## src/rtl/interval_timer_pkg.sv

```systemverilog
// Shared definitions for the interval timer: controller state encoding and default width.
// Optional prescaler is enabled by defining INTERVAL_TIMER_PRESCALE_EN.
package interval_timer_pkg;

   localparam int DEFAULT_SIZE = 12;

   typedef enum logic [1:0] {
      IDLE = 2'd0,
      RUN  = 2'd1,
      DONE = 2'd2
   } timer_state_t;

endpackage

```

## src/rtl/interval_step_counter.sv

```systemverilog
// Step counter for the interval timer: clear, enable and a terminal-count compare
// against period-1, all modulo 2^size so a zero period spans the full range.
module interval_step_counter
   import interval_timer_pkg::*;
#(
   parameter int size = DEFAULT_SIZE
) (
   input  logic            clk,
   input  logic            reset,
   input  logic            clear,
   input  logic            enable,
   input  logic [size-1:0] period,
   output logic [size-1:0] count,
   output logic            terminal
);

   logic [size-1:0] last;

   // A zero period wraps to all-ones here, giving 2^size steps per interval.
   assign last     = period - size'(1);
   assign terminal = (count == last);

   always_ff @(posedge clk or negedge reset) begin
      if (!reset) begin
         count <= '0;
      end else if (clear) begin
         count <= '0;
      end else if (enable) begin
         count <= terminal ? '0 : count + size'(1);
      end
   end

endmodule

```

## src/rtl/interval_timer_ctrl.sv

```systemverilog
// Interval timer controller: configuration handshake, IDLE/RUN/DONE sequencing, tick and phase.
// Define INTERVAL_TIMER_PRESCALE_EN to slow count steps to one per 'prescale' clock cycles.
module interval_timer_ctrl
   import interval_timer_pkg::*;
#(
   parameter int size = DEFAULT_SIZE
`ifdef INTERVAL_TIMER_PRESCALE_EN
   ,
   parameter int prescale = 4
`endif
) (
   input  logic            clk,
   input  logic            reset,
   input  logic            cfg_valid,
   output logic            cfg_ready,
   input  logic [size-1:0] cfg_period,
   input  logic            cfg_periodic,
   input  logic            start,
   input  logic            stop,
   output logic            busy,
   output logic            tick,
   output logic [size-1:0] count,
   output logic            phase
);

   timer_state_t    state;
   logic [size-1:0] period_reg;
   logic            periodic_reg;
   logic [size-1:0] half;
   logic            cfg_accept;
   logic            step;
   logic            terminal;
   logic            counter_clear;
   logic            expire;

   assign cfg_accept = cfg_valid && (state == IDLE);

`ifdef INTERVAL_TIMER_PRESCALE_EN
   localparam int PW = (prescale > 1) ? $clog2(prescale) : 1;
   logic [PW-1:0] pre;

   // Prescaler only runs in RUN, so it is zero again whenever a run starts.
   always_ff @(posedge clk or negedge reset) begin
      if (!reset) begin
         pre <= '0;
      end else if ((state != RUN) || stop) begin
         pre <= '0;
      end else if (pre == PW'(prescale - 1)) begin
         pre <= '0;
      end else begin
         pre <= pre + PW'(1);
      end
   end

   assign step = (state == RUN) && (pre == PW'(prescale - 1));
`else
   assign step = (state == RUN);
`endif

   // Stop takes priority over an expiry landing in the same cycle.
   assign counter_clear = (state != RUN) || stop;
   assign expire        = (state == RUN) && step && terminal && !stop;

   interval_step_counter #(
      .size(size)
   ) u_counter (
      .clk     (clk),
      .reset   (reset),
      .clear   (counter_clear),
      .enable  (step),
      .period  (period_reg),
      .count   (count),
      .terminal(terminal)
   );

   always_ff @(posedge clk or negedge reset) begin
      if (!reset) begin
         state        <= IDLE;
         tick         <= 1'b0;
         period_reg   <= '0;
         periodic_reg <= 1'b0;
      end else begin
         tick <= expire;
         if (cfg_accept) begin
            period_reg   <= cfg_period;
            periodic_reg <= cfg_periodic;
         end
         case (state)
            IDLE: begin
               if (start && !stop) begin
                  state <= RUN;
               end
            end
            RUN: begin
               if (stop) begin
                  state <= IDLE;
               end else if (expire && !periodic_reg) begin
                  state <= DONE;
               end
            end
            DONE:    state <= IDLE;
            default: state <= IDLE;
         endcase
      end
   end

   // Half of a zero period means half of 2^size.
   always_comb begin
      half = period_reg >> 1;
      if (period_reg == '0) begin
         half = size'(1) << (size - 1);
      end
   end

   assign busy      = (state == RUN);
   assign cfg_ready = (state == IDLE);
   assign phase     = busy && (count >= half);

endmodule

```

## config.mk

```make
export PLATFORM = sky130hd
export DESIGN_NAME = interval_timer_ctrl
export DESIGN_NICKNAME = d
export VERILOG_FILES = /design/src/rtl/interval_timer_pkg.sv /design/src/rtl/interval_step_counter.sv /design/src/rtl/interval_timer_ctrl.sv
export SDC_FILE = /design/constraint.sdc
export NUM_CORES = 1
export LEC_CHECK = 0
export CORE_ASPECT_RATIO = 2
export CORE_MARGIN = 3
export CORE_UTILIZATION = 35
export DETAILED_ROUTE_END_ITERATION = 8
export GPL_TIMING_DRIVEN = 0
export MAX_ROUTING_LAYER = met4
export SLEW_MARGIN = 40
export SYNTH_ARGS = -nofsm -noshare
export SYNTH_HDL_FRONTEND = slang
export SYNTH_SLANG_ARGS = --single-unit
```

## constraint.sdc

```tcl
create_clock -name clk -period 3.57 [get_ports clk]
set_input_delay 0.5355 -clock clk [delete_from_list [all_inputs] [get_ports clk]]
set_output_delay 0.5355 -clock clk [all_outputs]
set_load 0.01 [all_outputs]
```

==> metrics.md <==
| Metric | Value |
|---|---|
| Detailed Route WL | 5852 um |
| Boundary pin count | 34 |
| CP Capture Type | primary output |
| Worst slew margin | 54.77% |
| Power per cell area | 304.7 nW/um2 |
| Largest net degree at the start of global routing | 29 |
| DRC | 0 |
| Worst Skew | 0.005165 ns |
| Crit share post-route | 98.54% |
| Layout cell share with drive strength beyond 1 | 26.06% |
| Share of the synthesized area in the top cell type | 34.85% |
| Post-synthesis cell count | 218 |
| TritonRoute pass-1 iters | 6 |
| Post-synthesis register bit count | 28 |
| Via Count | 1832 |
| Status | finished clean |
| Count leader, synth | nand2_1 |
| CP delay by family, top | simple AND/OR/NAND/NOR gates |
| Area of the multi-input gates | 1262 um2 |
| Syn_nets | 250 |
| CP required | 3.03 ns |
| Final nets | 318 |
| Crit path DAT | 2.98 ns |
| Detailed Place HPWL | 3933 um |
| CP bufs+invs | 2 |
| Slowest CP cell | dfrtp_1 |
| Synthesis-to-finish area growth | 37.40% |
| RSZ-0062 raised after global routing | true |
| Fin. Hold Viols | 0 |
| Fin util | 50.09% |
| Post-synthesis sequential area ratio | 34.85% |
| Crit Path Max Fanout | 2 |
| Fin. max-slew vios | 0 |
| Minimum clock period | 3.518 ns |
| Finish-stage setup viols | 0 |
| All-layer global routing usage | 19.10% |
| Min-delay worst type | in -> async |
| Top_reg_cell synth | dfrtp_1 |
| Post-Syn Area per Cell | 9.223 um2 |
| Peak VDD IR | 237.5 uV |
| Routability cong. | 0.8183 |
| First-pass GRT wire length | 9473 um |
| Post-route insts no fill | 344 |
| Chip width | 59.60 um |
| Vias in the first global route | 1966 |
| Synth Warn # | 0 |
| Detailed Route Iter0 Violations | 27 |
| Hold Buf Count CTS | 0 |
| P_leak | 1.235 nW |
| Fmax | 284.3 MHz |
| FFs w/ async S/R, synth | 100.0% |
| Dominant cells by area after synthesis | dfrtp_1, ha_1, xnor2_1 |
| Die H | 113.2 um |
| GRT overflow | 0 |
| Initial Util | 36.46% |
| Yosys cell types | 44 |
| # H-tree levels | 1 |
| Cell count after placement | 311 |
| # rows | 38 |
| # fillers | 525 |
| Worst-margin pin slew | 0.6768 ns |
| Post-synth EDFFs | 0 |
| CTS buffer count | 3 |
| Critical Path Max Stage Delay | 0.41 ns |
| Reg area | 703.2 um2 |
| CP Launch Type | flip-flop |
| Top cells by count, synth | nand2_1, dfrtp_1, xnor2_1 |
| ANT nets after route | 0 |
| CTS sink cnt | 28 |
| Vias per Instance | 5.326 |
| Port Buf Inserts | 33 |
| CTS tree | done |
| Antenna Cells | 0 |
| DR WL/cell | 17.01 um |
| Max Cap Viol | 0 |
| Initial antenna violation count | 0 |
| CP Cell Sequence | inv_2, ha_4, nor3b_4, nand3_2, or3_4, and2_4, ha_4, nand2b_4, a21o_1, a21o_1, a21oi_2, o21ai_2, nor3b_2, buf_2 |
| Clk Latency, worst-skew pair | 0.28 ns |
| Clock Pin Slew Worst Setup and Hold Paths | 0.09 ns |
| Synth area leader | dfrtp_1 |
| Critical path class | reg -> out |
| Hold slack | 0.2839 ns |
| Core footprint | 5515 um2 |
| CTS root buf | clkbuf_8 |
| Die area | 6746 um2 |
| Clk buf depth | 2 |
| Mapped Area | 2011 um2 |
[final timing paths]
kind | start | end | slack [ns] | depth (start not counted)
max | period_reg[1] | phase | 0.05 | 14
min | reset | tick | 0.28 | 1
max reg2reg | period_reg[1] | period_reg[1] | 0.09 | 26
min reg2reg | state[0] | state[0] | 0.51 | 1
max in group asynchronous | reset | period_reg[4] | 2.81 | 1
min in group clk | state[0] | state[0] | 0.51 | 1
[metrics by stage]
step | setup TNS (ns) | total power [mW] | worst slack (ns) | cell area, um2
after floorplan | 0 | 0.5019 | 0.2765 | 2011
after global placement | -0.7224 | 0.5671 | -0.7224 | 2416
after detailed placement | -0.7054 | 0.5706 | -0.7054 | 2411
after CTS | 0 | 0.8249 | 0.006731 | 2735
after global routing | -0.04726 | 0.8880 | -0.04726 | 2763
final | 0 | 0.8418 | 0.05199 | 2763
[logic make-up (layout without fill, tap and decap cells)]
family / count (synthesis) / count (layout) / share of synthesized area, %
adders and majority gates: 14 / 14 / 8.712
DFF: 28 / 28 / 34.85
muxes: 2 / 2 / 1.058
buffers and inverters: 22 / 88 / 5.974
AOI/OAI and AO/OA: 35 / 35 / 12.07
and+or+nand+nor: 91 / 91 / 26.01
xor gates and xnor gates: 26 / 26 / 11.33
[cell usage in the layout (no fill, tap or decap), types with 2 or more instances in the layout]
cell type        synthesis  final
nor2_2                  11     11
o21ai_2                  0      2
nor2b_1                  2      2
inv_2                    0      2
and3_1                   5      5
ha_1                    14     12
buf_6                    1      5
inv_1                   14     12
dfrtp_2                  0      2
buf_2                    1      3
clkbuf_8                 0      3
nand4_1                  7      7
nor3_1                   4      4
nand2b_1                 4      3
and2_1                   3      2
or4_1                    3      2
o21ai_0                 19     17
dfrtp_1                 28     26
nand3_1                  5      5
a21o_1                   4      4
nor2_1                   7      7
xor2_1                   6      6
nand2_1                 29     29
ha_4                     0      2
buf_4                    0     26
xnor2_1                 20     20
clkbuf_1                 5      5
clkdlybuf4s50_1          0     31
[worst register-to-register path, cell delays in order (launching register included)]
cell and delay, ns:
dfrtp_1 0.38, inv_2 0.06, buf_6 0.11, buf_4 0.12, buf_4 0.13, buf_4 0.12, buf_4 0.12, buf_4 0.12
buf_4 0.12, buf_4 0.13, buf_4 0.12, buf_4 0.12, buf_4 0.12, buf_4 0.12, buf_4 0.12, buf_4 0.12
buf_4 0.12, buf_4 0.12, buf_4 0.12, buf_4 0.12, buf_6 0.11, buf_6 0.11, buf_6 0.10, buf_4 0.13
buf_4 0.13, buf_4 0.13, o21ai_2 0.10
[where the power goes]
part	total [mW]	switching, mW	internal, mW
registers	0.372	0.0340	0.338
logic	0.291	0.135	0.156
clock network	0.178	0.102	0.0761
total	0.842	0.272	0.570
[routing by layer]
layer	GRT usage (%)	part of all wire, %	up-vias
met5	-	0	-
met4	11.09	4.2	0
met3	1.712	2.5	16
met2	31.78	55	37
met1	21.44	39	892
li1	-	-	887
[what timing repair did]
item                                    in CTS  in global routing
gates resized for setup                     18                  9
setup buffers                               30                  2
endpoints found under the hold margin        0                  0
endpoints found under the setup margin       1                  2
pin swaps                                   10                  3
[layout make-up]
| type | instances | area share, % |
|---|---|---|
| multi-input cells | 168 | 45.70 |
| flip-flops and latches | 28 | 25.45 |
| repair buffers | 63 | 20.29 |
| well taps | 60 | 2.717 |
| plain buffers | 8 | 2.446 |
| inverters | 14 | 1.902 |
| clock buffers | 3 | 1.495 |
(Power assumes the default switching activity.)
